`src/rtl/odd_even_sorter.sv`:
```
// Odd-even transposition sorter: one compare-exchange phase per clock over N unsigned W-bit elements.
// Optional macro SORTER_EARLY_EXIT_EN stops after an even/odd phase pair with no swaps.
module odd_even_sorter #(
  parameter int unsigned N = 8,
  parameter int unsigned W = 8
) (
  input  logic                       clk,
  input  logic                       rst,
  input  logic                       in_valid,
  output logic                       in_ready,
  input  logic [N*W-1:0]             in_data,
  output logic                       out_valid,
  input  logic                       out_ready,
  output logic [N*W-1:0]             out_data,
  output logic [$clog2(N+1)-1:0]     phases
);

  localparam int unsigned PW = $clog2(N + 1);

  typedef enum logic [1:0] {
    IDLE,
    SORT,
    DONE
  } state_e;

  state_e                 state_q, state_d;
  logic [N-1:0][W-1:0]    elem_q, elem_d, exch_c;
  logic [PW-1:0]          phases_q, phases_d;
  logic                   last_phase_c;
`ifdef SORTER_EARLY_EXIT_EN
  logic                   zero_prev_q, zero_prev_d;
  logic                   any_swap_c;
`endif

  // One transposition phase; parity of the phase count picks even or odd pairs
  always_comb begin
    exch_c = elem_q;
`ifdef SORTER_EARLY_EXIT_EN
    any_swap_c = 1'b0;
`endif
    for (int unsigned i = 0; i + 1 < N; i++) begin
      if ((i[0] == phases_q[0]) && (elem_q[i] > elem_q[i+1])) begin
        exch_c[i]   = elem_q[i+1];
        exch_c[i+1] = elem_q[i];
`ifdef SORTER_EARLY_EXIT_EN
        any_swap_c  = 1'b1;
`endif
      end
    end
  end

`ifdef SORTER_EARLY_EXIT_EN
  assign last_phase_c = (phases_q == PW'(N - 1)) || (zero_prev_q && !any_swap_c);
`else
  assign last_phase_c = (phases_q == PW'(N - 1));
`endif

  // Next-state and datapath update
  always_comb begin
    state_d     = state_q;
    elem_d      = elem_q;
    phases_d    = phases_q;
`ifdef SORTER_EARLY_EXIT_EN
    zero_prev_d = zero_prev_q;
`endif
    unique case (state_q)
      IDLE: begin
        if (in_valid) begin
          elem_d      = in_data;
          phases_d    = '0;
`ifdef SORTER_EARLY_EXIT_EN
          zero_prev_d = 1'b0;
`endif
          state_d     = SORT;
        end
      end
      SORT: begin
        elem_d = exch_c;
        if (phases_q != PW'(N)) begin
          phases_d = phases_q + PW'(1);
        end
`ifdef SORTER_EARLY_EXIT_EN
        zero_prev_d = !any_swap_c;
`endif
        if (last_phase_c) begin
          state_d = DONE;
        end
      end
      DONE: begin
        if (out_ready) begin
          state_d = IDLE;
        end
      end
      default: state_d = IDLE;
    endcase
  end

  always_ff @(posedge clk) begin
    if (rst) begin
      state_q     <= IDLE;
      elem_q      <= '0;
      phases_q    <= '0;
`ifdef SORTER_EARLY_EXIT_EN
      zero_prev_q <= 1'b0;
`endif
    end else begin
      state_q     <= state_d;
      elem_q      <= elem_d;
      phases_q    <= phases_d;
`ifdef SORTER_EARLY_EXIT_EN
      zero_prev_q <= zero_prev_d;
`endif
    end
  end

  // Handshake outputs decode the state register; accept is blocked while reset is held
  assign in_ready  = (state_q == IDLE) && !rst;
  assign out_valid = (state_q == DONE);
  assign out_data  = elem_q;
  assign phases    = phases_q;

endmodule

```
`config.mk`:
```
export PLATFORM = sky130hd
export DESIGN_NAME = odd_even_sorter
export DESIGN_NICKNAME = d
export VERILOG_FILES = /design/src/rtl/odd_even_sorter.sv
export SDC_FILE = /design/constraint.sdc
export NUM_CORES = 1
export LEC_CHECK = 0
export CAP_MARGIN = 20
export CORE_MARGIN = 5
export CORE_UTILIZATION = 56
export CTS_BUF_LIST = sky130_fd_sc_hd__clkbuf_8
export CTS_CLUSTER_DIAMETER = 120
export DETAILED_ROUTE_END_ITERATION = 10
export GPL_TIMING_DRIVEN = 1
export PLACE_DENSITY = 0.95
export SETUP_SLACK_MARGIN = 0.15
export SYNTH_ARGS = -nofsm -noshare
export SYNTH_HDL_FRONTEND = slang
export SYNTH_SLANG_ARGS = --single-unit
```
`constraint.sdc`:
```
create_clock -name clk -period 3.4 [get_ports clk]
set_input_delay 0.68 -clock clk [delete_from_list [all_inputs] [get_ports clk]]
set_output_delay 0.68 -clock clk [all_outputs]
set_load 0.02 [all_outputs]
```
After elaboration in Yosys (flattened, before gate mapping)
Cells that the tools add are included.

Output and inout bits: 70. Word-level logic and storage cells: 72. Input port bits: 68. Register bits: 70.

Muxes and demuxes: 16. Reductions and logical operators: 21. Order comparisons: 7. $add $sub $neg: 1. Equality and inequality tests: 16. Bitwise operators: 1.

Operator list (count): $pmux 64 s2 (1); $mux 16 (7); $mux 64 (1); $gt 8x8->1 (7); $reduce_and 3->1 (10); $ne 3x3->1 const B (6); $ne 2x2->1 const B (5); $logic_and 1x1->1 (8); $mux 4 (2); $pmux 4 s2 (1); $mux 2 (3); $pmux 2 s3 (1); $add 4x1->4 const B (1); $eq 4x3->1 const B (1); $ne 4x4->1 const B (1); $eq 2x1->1 const B (1); $eq 2x2->1 const B (1); $logic_not 2->1 (1); $ne 2x1->1 const B (1); $reduce_bool 2->1 (1); $logic_not 1->1 (1); $not 1->1 (1).

Logic depth before layout (Yosys ltp)
Word-level depth: 10. Gate-level depth with buffers: 10. Depth with buffers taken out: 8.

Least setup slack after synthesis
OpenSTA, ideal clock, no wires.

Path type: in2out. Start: input rst. End: output in_ready. Data required time: 2.720 ns. Arrival: 1.725 ns. Cell stages on the path: 4. Path buffers: 3. Path slack: 0.995 ns. Cell sequence: clkbuf_1 -> clkbuf_1 -> buf_1 -> nor3_1.

Cells in the longest elaborated chain, start to end: 2.

Ends and longest elaborated chain: start: declaration (line 8) `input logic rst,`; $logic_not 1->1 (line 117) `assign in_ready = (state_q == IDLE) && !rst;`; $logic_and 1x1->1 (line 117); end: declaration (line 10) `output logic in_ready,`.

Every way passes these cells.

Final worst setup path
Start: register elem_q, in the netlist out_data[17]. End: register elem_q, in the netlist out_data[12].

Cells in the longest elaborated chain, start to end: 4. Elaborated cells between the ends (all ways): 6. Classes of those cells: 1 x order compare; 1 x eq/ne; 2 x mux; 2 x reduce/logical.

Ends and longest elaborated chain: start: declaration (line 27) `logic [N-1:0][W-1:0] elem_q, elem_d, exch_c;`; start signal: assignment (line 108) `elem_q <= elem_d;`; $gt 8x8->1 * (line 42) `if ((i[0] == phases_q[0]) && (elem_q[i] > elem_q[i+1])) begin`; $logic_and 1x1->1 * (line 42); $ne 3x3->1 (no line) / $mux 16 (equally long branches); $reduce_and 3->1 (no line) / $pmux 64 s2 (equally long branches).

Every way passes the cells marked *; elsewhere a longest branch is shown, timed or not. The select of a mux whose other input is x is not followed. A chain may end at the register's enable or synchronous reset.

==> qor_table.md <==
| Parameter | Value |
|---|---|
| Bufs and invs on worst path | 2 |
| Layout Area Growth over Synthesis | 29.8% |
| Residual antenna-violating net count after detailed routing | 0 |
| Capture point of the critical path | out_data[12] |
| Combined global-route utilization of all metal layers | 0.310 |
| Number of primary I/O pins | 138 |
| Core Area | 0.00973 sq mm |
| Horizontal die dimension | 110 microns |
| Net count of the mapped netlist | 817 |
| Post-synthesis cell count | 691 |
| CTS tree | yes |
| Data required time of the worst path | 3690 ps |
| Initial antenna violation count | 0 |
| Std-Cell Rows | 36 |
| Share of layout cells above drive strength 1 | 0.0842 |
| Synth top area share | 0.252 |
| Met2 Use GR | 0.509 |
| Clock Path Buffers | 2 |
| Critical Path Source Type | flop |
| Path category of the worst min-delay check | flop to flop |
| Max Clock Freq | 0.373 GHz |
| Clock transition at the registers of the reported paths | 90 ps |
| Number of pins with negative max-slew slack in the final report | 0 |
| Sequential area share after synthesis | 0.252 |
| Total power divided by cell area | 539 mW/mm^2 |
| Worst setup EP type | flop |
| Synthesis Warnings | 0 |
| Netlist area before placement | 0.00556 sq mm |
| Final-stage net count | 940 |
| Worst Reg2Reg Path Length in Cells | 9 |
| Distinct cell type count after synthesis | 55 |
| Setup repair after global routing missed its margin | false |
| Remaining max-slew budget at the tightest pin | 0.473 |
| Most used flip-flop cell after synthesis | dfxtp_1 |
| Detailed-router iteration count before antenna repair | 5 |
| Post-CTS setup buffer count | 0 |
| Initial cell density of the core | 0.572 |
| DRT iter0 DRCs | 580 |
| Reg-to-reg startpoint | out_data[17] |
| Worst hold slack | 522 ps |
| Pin count of the biggest net entering global routing | 73 |
| Wire length of the first global-routing pass | 29.5 mm |
| Main area contributors after synthesis | dfxtp_1 (25%), ha_1 (13%), nand2_1 (4.7%) |
| Static Leakage | 2.84 nW |
| Status | complete, no violations |
| Max-cap violations | 0 |
| Destination of the worst register-to-register timing path | out_data[12] |
| Antenna cell count | 0 |
| Worst Max-Slew Pin Slew | 789 ps |
| Hold Violations, Final | 0 |
| Global placement routability congestion | 0.982 |
| DIE HEIGHT | 110 microns |
| Source of the critical timing path | out_data[17] |
| Reg-to-reg setup timing slack | 720 ps |
| Vias in the first global route | 5,995 |
| Clock Skew | 9.09 ps |
| Number of CTS-inserted buffers | 9 |
| Setup TNS Final | 0 ps |
| Global routing met1 resource utilization | 0.393 |
| Post-cts hold buffer count | 0 |
| Yosys top cell by area | dfxtp_1 |
| Post-CTS Resized | 0 |
| Syn Area/Cell | 8.05 sq um |
| Post-synthesis async set-or-reset flop share | 0 |
| Via density per instance | 6.43 |
| Critical Path, Cell by Cell | inv_1 > ha_1 > nor2b_1 > o211ai_1 > nand4_1 > buf_4 > nand2_1 > a41o_1 > mux2i_1 |
| Count of flip-flops with a built-in enable after synthesis | 0 |
| Peak supply drop | 0.000293 V |
| Worst path arrival time | 2960 ps |
| Crit Path Max Fanout | 17 |
| Dominant delay contributor by cell family on the critical path | compound AO/OA/AOI/OAI gates |
| PnR Total Power | 3.90 mW |
| Slowest cell on the critical path | a41o_1 |
| Number of setup violations in the final report | 0 |
| Detailed-route wire length | 18.9 mm |
| Estimated wirelength of the detail-placed design | 14.0 mm |
| # H-tree levels | 3 |
| Final global-route overflow total | 0 |
| Routed wire length per instance | 19.9 microns |
| Number of register bits inferred by synthesis | 70 |
| Count of cell instances traversed by the critical path | 9 |
| Startpoint-to-endpoint class of the critical path | flop to flop |
| Final clock period utilization by the worst path | 0.788 |
| Fraction of met3 tracks used by global routing | 0.0617 |
| Worst-Skew Late Latency | 360 ps |
| Highest cell delay on the worst timing path | 560 ps |
| Number of vias in the routed layout | 6,120 |
| Area of the die | 0.0120 sq mm |
| Count of input and output buffers | 137 |
| DRC viols | 0 |
| TritonCTS Sinks | 70 |
| Clock tree root buffer cell | clkbuf_8 |
| Final worst path period need | 2680 ps |
| Peak-usage layer in the global routing report | met2 |
worst register-to-register path, cell delays in order, from the launching register on:
cell and delay [ps]:
dfxtp_1 440, inv_1 70, ha_1 300, nor2b_1 140, o211ai_1 160, nand4_1 110, buf_4 210, nand2_1 360
a41o_1 560, mux2i_1 270
stage by stage:
step / setup slack, ps / instances / utilization / area [sq um]
final: 722 / 952 / 0.742 / 7220
after global routing: 535 / 952 / 0.742 / 7220
after CTS: 740 / 952 / 0.742 / 7220
after detailed placement: 754 / 936 / 0.722 / 7020
after global placement: 897 / 936 / 0.722 / 7020
after floorplan: 995 / 691 / - / 5560
sequential cells by signal (all words and copies together), names as in the netlist:
name	flops
phases	4
out_data	64
state_q	2
synth_stat cells (2+ instances only):
master and instances:
a2111oi_0 8, a211o_1 18, a21boi_0 7, a21o_1 18
a21oi_1 38, a21oi_2 3, a21oi_4 2, a22o_1 24
a22oi_1 2, a311oi_1 8, a31o_2 10, a31oi_2 2
a31oi_4 4, and4_1 3, buf_1 4, buf_2 12
buf_4 4, clkbuf_1 17, dfxtp_1 70, ha_1 58
inv_1 60, mux2i_1 24, nand2_1 70, nand2b_1 25
nand3_1 22, nand4_1 13, nor2_1 48, nor2_2 2
nor2b_1 9, nor3_1 19, o211ai_1 8, o21a_1 3
o21ai_0 27, o21ai_1 4, o21ai_2 3, o221ai_1 23
how the worst min path moves through the flow:
stage	from	endpoint	slack, ps	depth (start not counted)
2_1_floorplan	phases[1]	phases[1]	570	2
3_3_place_gp	out_data[0]	out_data[0]	510	2
3_5_place_dp	out_data[0]	out_data[0]	520	2
4_1_cts	out_data[0]	out_data[0]	530	2
5_1_grt	out_data[0]	out_data[0]	550	2
6_report	out_data[0]	out_data[0]	520	2
routing by layer:
| layer | up-vias | wire length (microns) |
|---|---|---|
| met5 | - | 0 |
| met4 | 0 | 645 |
| met3 | 66 | 2030 |
| met2 | 414 | 8830 |
| met1 | 2855 | 7390 |
| li1 | 2785 | - |
final cells by class:
type	count	area, sq um
sequential	70	1400
inverter	61	229
fill	694	2510
tap	133	166
clock buffer	9	124
multi-input combinational	522	3760
timing repair buffer	150	1460
clock inverter	7	73.8
kinds of logic (layout without fill, tap and decap cells):
family,count (synthesis),in the layout,share of synthesized area
and+or+nand+nor,221,221,0.192
AOI/OAI and AO/OA,219,219,0.309
buffers and inverters,99,227,0.0735
DFF,70,70,0.252
adders and majority gates,58,58,0.130
muxes,24,24,0.0432
report_power, final:
group / internal (mW) / switching (mW) / total (mW)
sequential: 0.940 / 0.199 / 1.14
clock: 0.341 / 0.361 / 0.703
combinational: 0.862 / 1.19 / 2.05
cell usage in the layout (no fill, tap or decap), drive strengths merged, types with 11 or more instances in the layout:
master / Yosys / routed
a211o: 18 / 18
a21o: 18 / 18
a21oi: 43 / 43
a22o: 24 / 24
a31o: 11 / 11
buf: 21 / 14
clkdlybuf4s50: 0 / 136
dfxtp: 70 / 70
ha: 58 / 58
inv: 61 / 62
mux2i: 24 / 24
nand2: 70 / 70
nand2b: 25 / 25
nand3: 22 / 22
nand4: 13 / 13
nor2: 51 / 51
nor3: 20 / 20
o21ai: 34 / 34
o221ai: 23 / 23
(Power assumes the default switching activity.)
